--- src/rtl/memory_access_if.sv ---
// Execute-to-memory stage bundle: E-stage fields in, data bus, and M-stage results out.
// slave is the memory stage itself; master is whoever drives the E-stage and the data bus.
interface memory_access_if;
   logic [31:0] alu_result_e_i;
   logic [31:0] write_data_e_i;
   logic [4:0]  rd_e_i;
   logic [31:0] pc_plus_4_e_i;
   logic [1:0]  result_src_e_i;
   logic        valid_e_i;
   logic        reg_write_e_i;
   logic        mem_read_e_i;
   logic        mem_write_e_i;
   logic [2:0]  funct3_e_i;
   logic        flush_m_i;
   logic        dmem_req_o;
   logic        dmem_we_o;
   logic [31:0] dmem_addr_o;
   logic [31:0] dmem_wdata_o;
   logic [3:0]  dmem_be_o;
   logic        dmem_ready_i;
   logic [31:0] dmem_rdata_i;
   logic [31:0] alu_result_m_o;
   logic [31:0] read_data_m_o;
   logic [31:0] pc_plus_4_m_o;
   logic [4:0]  rd_m_o;
   logic [1:0]  result_src_m_o;
   logic        reg_write_m_o;
   logic        stall_m_o;
   logic        access_err_o;
   logic        timeout_o;

   modport slave (
      input  alu_result_e_i, write_data_e_i, rd_e_i, pc_plus_4_e_i, result_src_e_i,
      input  valid_e_i, reg_write_e_i, mem_read_e_i, mem_write_e_i, funct3_e_i, flush_m_i,
      output dmem_req_o, dmem_we_o, dmem_addr_o, dmem_wdata_o, dmem_be_o,
      input  dmem_ready_i, dmem_rdata_i,
      output alu_result_m_o, read_data_m_o, pc_plus_4_m_o, rd_m_o, result_src_m_o,
      output reg_write_m_o, stall_m_o, access_err_o, timeout_o
   );

   modport master (
      output alu_result_e_i, write_data_e_i, rd_e_i, pc_plus_4_e_i, result_src_e_i,
      output valid_e_i, reg_write_e_i, mem_read_e_i, mem_write_e_i, funct3_e_i, flush_m_i,
      input  dmem_req_o, dmem_we_o, dmem_addr_o, dmem_wdata_o, dmem_be_o,
      output dmem_ready_i, dmem_rdata_i,
      input  alu_result_m_o, read_data_m_o, pc_plus_4_m_o, rd_m_o, result_src_m_o,
      input  reg_write_m_o, stall_m_o, access_err_o, timeout_o
   );
endinterface

--- src/rtl/memory_access.sv ---
// Memory stage: one E->M register, data-bus access with byte lanes and load extension; 1 cycle plus bus waits.
// A pending access stalls upstream until dmem_ready_i; a wait of TIMEOUT_CYCLES aborts and sets sticky timeout_o.
module memory_access #(
   parameter int unsigned TIMEOUT_CYCLES = 255
) (
   input logic            clk_i,
   input logic            reset_i,
   memory_access_if.slave bus
);
   localparam logic [0:0] IDLE = 1'b0;
   localparam logic [0:0] WAIT = 1'b1;
   localparam logic [7:0] TO_LIM = 8'(TIMEOUT_CYCLES);

   typedef struct packed {
      logic        valid;
      logic [31:0] alu;
      logic [31:0] wdata;
      logic [4:0]  rd;
      logic [31:0] pc4;
      logic [1:0]  rsrc;
      logic        reg_write;
      logic        mem_read;
      logic        mem_write;
      logic [2:0]  funct3;
   } em_reg_t;

   em_reg_t     em_q;
   logic [0:0]  state_q;
   logic [7:0]  cnt_q;
   logic        timeout_q;

   logic [1:0]  sz;
   logic [1:0]  off;
   logic        is_store, is_load, mem_op, illegal, misal, legal_op;
   logic        abort, req, stall;
   logic [31:0] lane;
   logic [31:0] ext;
   logic [3:0]  be;
   logic [31:0] wdata;

   assign sz       = em_q.funct3[1:0];
   assign off      = em_q.alu[1:0];
   // Read and write both set is treated as a store.
   assign is_store = em_q.mem_write;
   assign is_load  = em_q.mem_read & ~em_q.mem_write;
   assign mem_op   = em_q.valid & (em_q.mem_read | em_q.mem_write);
   assign illegal  = (sz == 2'b11) | (em_q.funct3[2] & (is_store | (sz == 2'b10)));
   assign misal    = ((sz == 2'b01) & off[0]) | ((sz == 2'b10) & (off != 2'b00));
   assign legal_op = mem_op & ~illegal & ~misal;

   assign abort = (state_q == WAIT) & (cnt_q == TO_LIM) & ~bus.dmem_ready_i;
   assign req   = legal_op & ~abort;
   assign stall = req & ~bus.dmem_ready_i;

   always_comb begin
      be    = 4'b1111;
      wdata = em_q.wdata;
      case (sz)
         2'b00: begin
            be    = 4'b0001 << off;
            wdata = {4{em_q.wdata[7:0]}};
         end
         2'b01: begin
            be    = 4'b0011 << off;
            wdata = {2{em_q.wdata[15:0]}};
         end
         default: ;
      endcase
   end

   assign lane = bus.dmem_rdata_i >> {off, 3'b000};

   always_comb begin
      ext = lane;
      case (sz)
         2'b00:   ext = em_q.funct3[2] ? {24'b0, lane[7:0]}  : {{24{lane[7]}}, lane[7:0]};
         2'b01:   ext = em_q.funct3[2] ? {16'b0, lane[15:0]} : {{16{lane[15]}}, lane[15:0]};
         default: ext = lane;
      endcase
   end

   always_ff @(posedge clk_i or posedge reset_i) begin
      if (reset_i) begin
         em_q <= '0;
      end else if (!stall) begin
         em_q.valid     <= bus.valid_e_i & ~bus.flush_m_i;
         em_q.alu       <= bus.alu_result_e_i;
         em_q.wdata     <= bus.write_data_e_i;
         em_q.rd        <= bus.rd_e_i;
         em_q.pc4       <= bus.pc_plus_4_e_i;
         em_q.rsrc      <= bus.result_src_e_i;
         em_q.reg_write <= bus.reg_write_e_i;
         em_q.mem_read  <= bus.mem_read_e_i;
         em_q.mem_write <= bus.mem_write_e_i;
         em_q.funct3    <= bus.funct3_e_i;
      end
   end

   always_ff @(posedge clk_i or posedge reset_i) begin
      if (reset_i) begin
         state_q   <= IDLE;
         cnt_q     <= '0;
         timeout_q <= 1'b0;
      end else begin
         if (abort) timeout_q <= 1'b1;
         case (state_q)
            IDLE: begin
               if (stall) begin
                  state_q <= WAIT;
                  cnt_q   <= 8'd1;
               end
            end
            default: begin
               if (bus.dmem_ready_i || abort) begin
                  state_q <= IDLE;
                  cnt_q   <= '0;
               end else begin
                  cnt_q <= cnt_q + 8'd1;
               end
            end
         endcase
      end
   end

   // Bus fields are driven only for a legal access so they sit at zero otherwise.
   assign bus.dmem_req_o     = req;
   assign bus.dmem_we_o      = req & is_store;
   assign bus.dmem_addr_o    = legal_op ? {em_q.alu[31:2], 2'b00} : 32'd0;
   assign bus.dmem_be_o      = legal_op ? be : 4'd0;
   assign bus.dmem_wdata_o   = legal_op ? wdata : 32'd0;

   assign bus.stall_m_o      = stall;
   assign bus.access_err_o   = mem_op & (illegal | misal);
   assign bus.timeout_o      = timeout_q;
   assign bus.reg_write_m_o  = em_q.valid & em_q.reg_write & ~stall & ~(illegal | misal) & ~abort
                               | (em_q.valid & em_q.reg_write & ~mem_op & ~stall);
   assign bus.rd_m_o         = stall ? 5'd0 : em_q.rd;
   assign bus.alu_result_m_o = em_q.alu;
   assign bus.pc_plus_4_m_o  = em_q.pc4;
   assign bus.result_src_m_o = em_q.rsrc;
   assign bus.read_data_m_o  = (req & is_load & bus.dmem_ready_i) ? ext : 32'd0;
endmodule

--- src/flat_wrapper.sv ---
// flat-port wrapper written by rule: the top's interface ports become plain ports
module memory_access_flat 
#(
   parameter int unsigned TIMEOUT_CYCLES = 255
)
  (clk_i, reset_i, bus_alu_result_e_i, bus_write_data_e_i, bus_rd_e_i, bus_pc_plus_4_e_i, bus_result_src_e_i, bus_valid_e_i, bus_reg_write_e_i, bus_mem_read_e_i, bus_mem_write_e_i, bus_funct3_e_i, bus_flush_m_i, bus_dmem_req_o, bus_dmem_we_o, bus_dmem_addr_o, bus_dmem_wdata_o, bus_dmem_be_o, bus_dmem_ready_i, bus_dmem_rdata_i, bus_alu_result_m_o, bus_read_data_m_o, bus_pc_plus_4_m_o, bus_rd_m_o, bus_result_src_m_o, bus_reg_write_m_o, bus_stall_m_o, bus_access_err_o, bus_timeout_o);
  memory_access_if bus_i ();
  input logic clk_i;
  input logic reset_i;
  input wire logic [$bits(bus_i.alu_result_e_i)-1:0] bus_alu_result_e_i;
  input wire logic [$bits(bus_i.write_data_e_i)-1:0] bus_write_data_e_i;
  input wire logic [$bits(bus_i.rd_e_i)-1:0] bus_rd_e_i;
  input wire logic [$bits(bus_i.pc_plus_4_e_i)-1:0] bus_pc_plus_4_e_i;
  input wire logic [$bits(bus_i.result_src_e_i)-1:0] bus_result_src_e_i;
  input wire logic [$bits(bus_i.valid_e_i)-1:0] bus_valid_e_i;
  input wire logic [$bits(bus_i.reg_write_e_i)-1:0] bus_reg_write_e_i;
  input wire logic [$bits(bus_i.mem_read_e_i)-1:0] bus_mem_read_e_i;
  input wire logic [$bits(bus_i.mem_write_e_i)-1:0] bus_mem_write_e_i;
  input wire logic [$bits(bus_i.funct3_e_i)-1:0] bus_funct3_e_i;
  input wire logic [$bits(bus_i.flush_m_i)-1:0] bus_flush_m_i;
  output wire logic [$bits(bus_i.dmem_req_o)-1:0] bus_dmem_req_o;
  output wire logic [$bits(bus_i.dmem_we_o)-1:0] bus_dmem_we_o;
  output wire logic [$bits(bus_i.dmem_addr_o)-1:0] bus_dmem_addr_o;
  output wire logic [$bits(bus_i.dmem_wdata_o)-1:0] bus_dmem_wdata_o;
  output wire logic [$bits(bus_i.dmem_be_o)-1:0] bus_dmem_be_o;
  input wire logic [$bits(bus_i.dmem_ready_i)-1:0] bus_dmem_ready_i;
  input wire logic [$bits(bus_i.dmem_rdata_i)-1:0] bus_dmem_rdata_i;
  output wire logic [$bits(bus_i.alu_result_m_o)-1:0] bus_alu_result_m_o;
  output wire logic [$bits(bus_i.read_data_m_o)-1:0] bus_read_data_m_o;
  output wire logic [$bits(bus_i.pc_plus_4_m_o)-1:0] bus_pc_plus_4_m_o;
  output wire logic [$bits(bus_i.rd_m_o)-1:0] bus_rd_m_o;
  output wire logic [$bits(bus_i.result_src_m_o)-1:0] bus_result_src_m_o;
  output wire logic [$bits(bus_i.reg_write_m_o)-1:0] bus_reg_write_m_o;
  output wire logic [$bits(bus_i.stall_m_o)-1:0] bus_stall_m_o;
  output wire logic [$bits(bus_i.access_err_o)-1:0] bus_access_err_o;
  output wire logic [$bits(bus_i.timeout_o)-1:0] bus_timeout_o;
  assign bus_i.alu_result_e_i = bus_alu_result_e_i;
  assign bus_i.write_data_e_i = bus_write_data_e_i;
  assign bus_i.rd_e_i = bus_rd_e_i;
  assign bus_i.pc_plus_4_e_i = bus_pc_plus_4_e_i;
  assign bus_i.result_src_e_i = bus_result_src_e_i;
  assign bus_i.valid_e_i = bus_valid_e_i;
  assign bus_i.reg_write_e_i = bus_reg_write_e_i;
  assign bus_i.mem_read_e_i = bus_mem_read_e_i;
  assign bus_i.mem_write_e_i = bus_mem_write_e_i;
  assign bus_i.funct3_e_i = bus_funct3_e_i;
  assign bus_i.flush_m_i = bus_flush_m_i;
  assign bus_dmem_req_o = bus_i.dmem_req_o;
  assign bus_dmem_we_o = bus_i.dmem_we_o;
  assign bus_dmem_addr_o = bus_i.dmem_addr_o;
  assign bus_dmem_wdata_o = bus_i.dmem_wdata_o;
  assign bus_dmem_be_o = bus_i.dmem_be_o;
  assign bus_i.dmem_ready_i = bus_dmem_ready_i;
  assign bus_i.dmem_rdata_i = bus_dmem_rdata_i;
  assign bus_alu_result_m_o = bus_i.alu_result_m_o;
  assign bus_read_data_m_o = bus_i.read_data_m_o;
  assign bus_pc_plus_4_m_o = bus_i.pc_plus_4_m_o;
  assign bus_rd_m_o = bus_i.rd_m_o;
  assign bus_result_src_m_o = bus_i.result_src_m_o;
  assign bus_reg_write_m_o = bus_i.reg_write_m_o;
  assign bus_stall_m_o = bus_i.stall_m_o;
  assign bus_access_err_o = bus_i.access_err_o;
  assign bus_timeout_o = bus_i.timeout_o;
  memory_access #(.TIMEOUT_CYCLES(TIMEOUT_CYCLES)) u_core (.clk_i(clk_i), .reset_i(reset_i), .bus(bus_i));
endmodule
--- config.mk ---
export PLATFORM = sky130hd
export DESIGN_NAME = memory_access_flat
export DESIGN_NICKNAME = d
export VERILOG_FILES = /design/src/rtl/memory_access_if.sv /design/src/rtl/memory_access.sv /design/src/flat_wrapper.sv
export SDC_FILE = /design/constraint.sdc
export NUM_CORES = 1
export LEC_CHECK = 0
export ABC_CLOCK_PERIOD_IN_PS = 4600
export CORE_ASPECT_RATIO = 0.75
export CORE_MARGIN = 5
export CORE_UTILIZATION = 50
export DETAILED_ROUTE_END_ITERATION = 10
export DONT_BUFFER_PORTS = 1
export HOLD_SLACK_MARGIN = 0.1
export PLACE_DENSITY = 0.67
export SETUP_SLACK_MARGIN = 0.05
export SLEW_MARGIN = 15
export SYNTH_ARGS = -nofsm -noshare
export SYNTH_HDL_FRONTEND = slang
export SYNTH_SLANG_ARGS = --single-unit
--- constraint.sdc ---
create_clock -name clk_i -period 4.6 [get_ports clk_i]
set_input_delay 0 -clock clk_i [delete_from_list [all_inputs] [get_ports clk_i]]
set_output_delay 0 -clock clk_i [all_outputs]
set_load 0.005 [all_outputs]
After elaboration in Yosys (flattened, before gate mapping). Index checks and enable logic that the tools add are counted.

Register bits: 120. Latch bits: 0. Bits in writable memories: 0. Memory bits (read-only): 0. Bits of input ports: 146. Output and inout port bits: 177. Logic and storage cells: 78. Memories kept: 0.

$add $sub $neg: 1. Multipliers: 0. Div/mod/pow operators: 0. $lt $le $gt $ge: 0. Equality and inequality tests: 4. Shift-type cells: 3. Mux-type cells: 16. Bitwise gates (word level): 37. Reductions and logical operators: 4.

Operators with widths (number): $mux 32 (5); $pmux 32 s2 (2); $shr 32x5->32 (1); $mux 8 (3); $and 1x1->1 (22); $not 1->1 (9); $add 8x1->8 const B (1); $eq 8x8->1 const B (1); $pmux 4 s2 (1); $or 1x1->1 (6); $mux 5 (1); $eq 2x2->1 const B (2); $mux 4 (1); $reduce_bool 2->1 (2); $shl 1x2->4 const A (1); $shl 2x2->4 const A (1); $mux 1 (3); $eq 2x1->1 const B (1); $logic_not 2->1 (1); $logic_or 1x1->1 (1).

Depth between registers and ports, before layout.
Depth in word-level cells: 14. Mapped depth: 7. Mapped depth without buffers: 5.

Least setup slack after synthesis. OpenSTA, ideal clock, no wires.

Path kind: register to register. Start: reg u_core.em_q[0] (netlist name). End: reg u_core.em_q, in the netlist u_core.bus.alu_result_m_o[10]. Setup time: 0.127 ns. Arrival time: 2.058 ns. Data required time: 4.473 ns. Slack: 2.415 ns. Stages on the path, launching flop included: 8. Buffers on the path: 3. Clock period less this slack: 2.185 ns. Cell sequence: dfrtp_1 buf_4 or4_4 a21oi_4 o211a_4 buf_12 buf_8 mux2_1.

Cells in the longest elaborated chain, start to end: 9. Elaborated cells between the ends (all ways): 15. Those cells by class: eq/ne: 3; bitwise: 12.

RTL lines: from (decl) (RTL line memory_access.sv:27) `em_reg_t em_q;`; $eq 2x2->1 (RTL line memory_access.sv:47, memory_access.sv:48); $or 1x1->1 (RTL line memory_access.sv:47) `assign illegal = (sz == 2'b11) | (em_q.funct3[2] & (is_store | (sz == 2'b10)));`; $and 1x1->1 (RTL line memory_access.sv:47); $or 1x1->1 (RTL line memory_access.sv:47); $not 1->1 (RTL line memory_access.sv:49) `assign legal_op = mem_op & ~illegal & ~misal;`; $and 1x1->1 (RTL line memory_access.sv:49); $and 1x1->1 (*) (RTL line memory_access.sv:49); $and 1x1->1 (*) (RTL line memory_access.sv:52) `assign req = legal_op & ~abort;`; $and 1x1->1 (*) (RTL line memory_access.sv:53) `assign stall = req & ~bus.dmem_ready_i;`.

Mark *: on every way between the ends. The rest lies on a longest branch, timed or not. A chain may end at the register's enable or synchronous reset.

Worst setup path after layout.
Start: reg u_core.em_q[0] (netlist name). End: out bus_read_data_m_o[27].

Cells in the longest elaborated chain, start to end: 11. Elaborated cells between the ends (all ways): 19. Those cells by class: eq/ne: 3; mux: 2; bitwise: 13; reduce/logical: 1.

RTL lines: $eq 2x2->1 (RTL line memory_access.sv:47, memory_access.sv:48); $or 1x1->1 (RTL line memory_access.sv:47); $and 1x1->1 (RTL line memory_access.sv:47); $or 1x1->1 (RTL line memory_access.sv:47); $not 1->1 (RTL line memory_access.sv:49); $and 1x1->1 (2 in a row) (RTL line memory_access.sv:49); $and 1x1->1 (RTL line memory_access.sv:52); $and 1x1->1 (2 in a row) (RTL line memory_access.sv:141) `assign bus.read_data_m_o = (req & is_load & bus.dmem_ready_i) ? ext : 32'd0;`; $mux 32 (*) (RTL line memory_access.sv:141); to (decl) (RTL line flat_wrapper.sv:29) `output wire logic [$bits(bus_i.read_data_m_o)-1:0] bus_read_data_m_o;`.

Marked as above.

==> impl_metrics.env <==
export IMPL_critical_path_cell_count=6
export IMPL_cts_htree_levels=4
export IMPL_die_area_sq_um=16300
export IMPL_cts_buffers_inserted=17
export IMPL_fin_total_pwr_mw=2.91
export IMPL_synth_top_flop_cell="sky130_fd_sc_hd__dfrtp_1"
export IMPL_met1_length_um=7040
export IMPL_finalSetupViolations=0
export IMPL_worstSetupStartpoint="u_core.em_q[0]"
export IMPL_grt_antenna_before_repair=0
export IMPL_slowest_delay_ps=670
export IMPL_cts_tree="built"
export IMPL_synth_edff_count=0
export IMPL_syn_to_final_growth_pct=17.4
export IMPL_synth_most_common_cell="sky130_fd_sc_hd__dfrtp_1"
export IMPL_regToRegSetupSlack_ps=1640
export IMPL_syn_cell_area_sq_um=6900
export IMPL_reg2reg_to="u_core.em_q[43]"
export IMPL_die_x_um=146
export IMPL_cap_viol_max_count=0
export IMPL_power_density_cell_area_nw_per_um2=359
export IMPL_capturing_element_type_of_the_critical_path="output port"
export IMPL_totalNegativeSetupSlack_ps=0
export IMPL_netlist_top_cells_area="sky130_fd_sc_hd__dfrtp_1, sky130_fd_sc_hd__mux2_1, sky130_fd_sc_hd__buf_4"
export IMPL_post_synth_cell_area_avg_sq_um=10.9
export IMPL_critical_path_required_ps=4600
export IMPL_netlist_top_cell_by_area="sky130_fd_sc_hd__dfrtp_1"
export IMPL_worstPathMaxFanout=43
export IMPL_final_antenna_net_count=0
export IMPL_final_wtd_congestion=0.833
export IMPL_p_leak_nw=3.42
export IMPL_grt_total_usage_pct=22.0
export IMPL_drt_pass1_iter_count=5
export IMPL_vias=4847
export IMPL_row_count=37
export IMPL_clk_latency_ps=400
export IMPL_route_met2_wl_um=9460
export IMPL_synth_cell_type_count=47
export IMPL_worstSetupPathType="register to output port"
export IMPL_library_cell_used_as_clock_root_buffer="sky130_fd_sc_hd__clkbuf_16"
export IMPL_floorplan_core_area_sq_um=13600
export IMPL_critical_path_reg2reg_startpoint="u_core.em_q[0]"
export IMPL_yosysSeqAreaShare_pct=43.5
export IMPL_finalWorstPathRequiredPeriod_ps=3060
export IMPL_post_route_drc_count=0
export IMPL_via_per_instance_ratio=5.69
export IMPL_ys_async_sr_fraction_pct=100
export IMPL_status="finished clean"
export IMPL_grt_first_pass_wirelength_um=29000
export IMPL_timing_critical_path_to="bus_read_data_m_o[27]"
export IMPL_grt_max_degree=68
export IMPL_ys_ff_latch=120
export IMPL_vias_in_the_first_global_route=5180
export IMPL_slew_limit_fails=0
export IMPL_family_with_the_most_delay_on_the_worst_path="simple AND/OR/NAND/NOR gates"
export IMPL_fmax_mhz=327
export IMPL_multi_input_area_sq_um=3030
export IMPL_cp_buffers_inverters=2
export IMPL_global_route_overflow_total=0
export IMPL_min_path_cells=2
export IMPL_post_drt_wl_per_cell_um=21.5
export IMPL_insertedDiodeCount=0
export IMPL_initial_utilization_pct=50.7
export IMPL_min_delay_path_class="input port to output port"
export IMPL_setup_repair_after_global_routing_missed_its_margin="false"
export IMPL_hold_viol=0
export IMPL_number_of_violations_reported_at_the_end_of_detailed_routing_iteration_0=286
export IMPL_synth_warning_count=0
export IMPL_r2r_worst_path_cells=5
export IMPL_die_height_um=112
export IMPL_top_layer="met4"
export IMPL_crit_path_launch_type="register"
export IMPL_tightest_slew_ps=815
export IMPL_netlist_instances=633
export IMPL_clock_skew_ps=11.3
export IMPL_routed_wirelength_um=18300
export IMPL_clk_pin_slew_ps=60
export IMPL_path_cells="or4_4 -> a21oi_4 -> buf_4 -> nand4b_1 -> buf_4 -> a211oi_1"
export IMPL_nNetsFinal=811
export IMPL_filler_cell_count=1086
export IMPL_synth_commonest_cells="sky130_fd_sc_hd__dfrtp_1, sky130_fd_sc_hd__mux2_1, sky130_fd_sc_hd__buf_4, sky130_fd_sc_hd__nor2_1, sky130_fd_sc_hd__and2_1"
export IMPL_critPathSlowestCell="sky130_fd_sc_hd__or4_4"
export IMPL_min_period_over_period_pct=66.4
export IMPL_dpl_hpwl_um=12500
export IMPL_regArea_sq_um=3000
export IMPL_dr_wl_met3_um=1540
export IMPL_vdd_drop_max_v=0.000269
export IMPL_io_buffers=0
export IMPL_maxSlewHeadroom_pct=45.7
export IMPL_clk_path_buf_depth=2
export IMPL_post_cts_buffers=0
export IMPL_arrival_ps=3060
export IMPL_layout_drive_gt1_share_pct=8.71
export IMPL_top_ports=323
export IMPL_critical_path_top_cell_by_count="sky130_fd_sc_hd__buf_4"
export IMPL_cts_sinks=120
export IMPL_synthDominantCellAreaShare_pct=43.5
how the worst min path moves through the flow:
stage / start / endpoint
6_report: bus_dmem_rdata_i[25] / bus_read_data_m_o[25]
5_1_grt: bus_dmem_rdata_i[26] / bus_read_data_m_o[26]
4_1_cts: bus_dmem_rdata_i[26] / bus_read_data_m_o[26]
3_5_place_dp: reset_i / u_core.bus.pc_plus_4_m_o[4]
3_3_place_gp: reset_i / u_core.bus.pc_plus_4_m_o[4]
2_1_floorplan: bus_dmem_rdata_i[24] / bus_read_data_m_o[24]
cells in the final DEF, fill, tap and decap left out, drive strengths merged, types with 14 or more instances in the layout:
cell / instances
nor2b: 14
nand2: 37
mux2i: 34
and2: 39
dlygate4sd3: 113
nor2: 47
dfrtp: 120
a211oi: 22
a21oi: 31
clkbuf: 19
mux2: 110
what timing repair did:
| action | CTS | global route |
|---|---|---|
| setup endpoints to repair | 0 | 0 |
| endpoints found under the hold margin | 179 | 0 |
| hold buffers | 113 | 0 |
| resized for setup | 0 | 0 |
report_power, final:
part	internal (mW)	leakage, nW	switching (mW)
clock network	0.886	0.292	0.485
registers	1.13	1.42	0.0741
logic	0.171	1.71	0.163
total	2.19	3.42	0.723
stage by stage:
stage / hold slack [ps] / std cells / util [%] / cell area, sq um / worst slack, ps
detailed placement: 89.5 / 707 / 46.6 / 6340 / 1610
global route: 130 / 852 / 59.5 / 8100 / 1340
floorplan: 105 / 634 / - / 6900 / 1410
global placement: 85.5 / 707 / 46.6 / 6340 / 1700
finish: 113 / 852 / 59.5 / 8100 / 1540
CTS: 115 / 852 / 59.5 / 8100 / 1500
area by class of cell:
cell class,count,share of cell area [%]
inverter,4,0.216
clock buffer,19,5.59
tap,175,2.70
clock inverter,13,2.09
timing repair buffer,122,15.0
sequential,120,37.1
multi-input combinational,399,37.4
registers in the layout, indices dropped and copies added, names as in the netlist:
name / flops
u_core.state_q: 1
u_core.bus.pc_plus_4_m_o: 32
u_core.bus.alu_result_m_o: 32
u_core.cnt_q: 8
u_core.bus.timeout_o: 1
u_core.is_store: 1
u_core.bus.result_src_m_o: 2
u_core.em_q: 43
routing by layer:
| metal | up-vias | GRT usage (%) |
|---|---|---|
| met5 | - | 0 |
| met4 | 0 | 6.71 |
| met3 | 22 | 7.97 |
| met2 | 242 | 38.6 |
| met1 | 2402 | 25.4 |
| li1 | 2181 | - |
cells by family (layout without fill, tap and decap cells):
kind of cell,count (synthesis),count (layout),synth area share [%]
flip-flops,120,120,43.5
multiplexers,144,144,22.9
XOR/XNOR,2,2,0.254
AND/OR/NAND/NOR,172,172,12.5
other,1,2,0.0543
AO/OA/AOI/OAI,78,78,7.92
buffers and inverters,115,158,12.7
adder cells (fa/ha/maj),1,1,0.181
No activity file was read; power rests on OpenSTA's default activity.
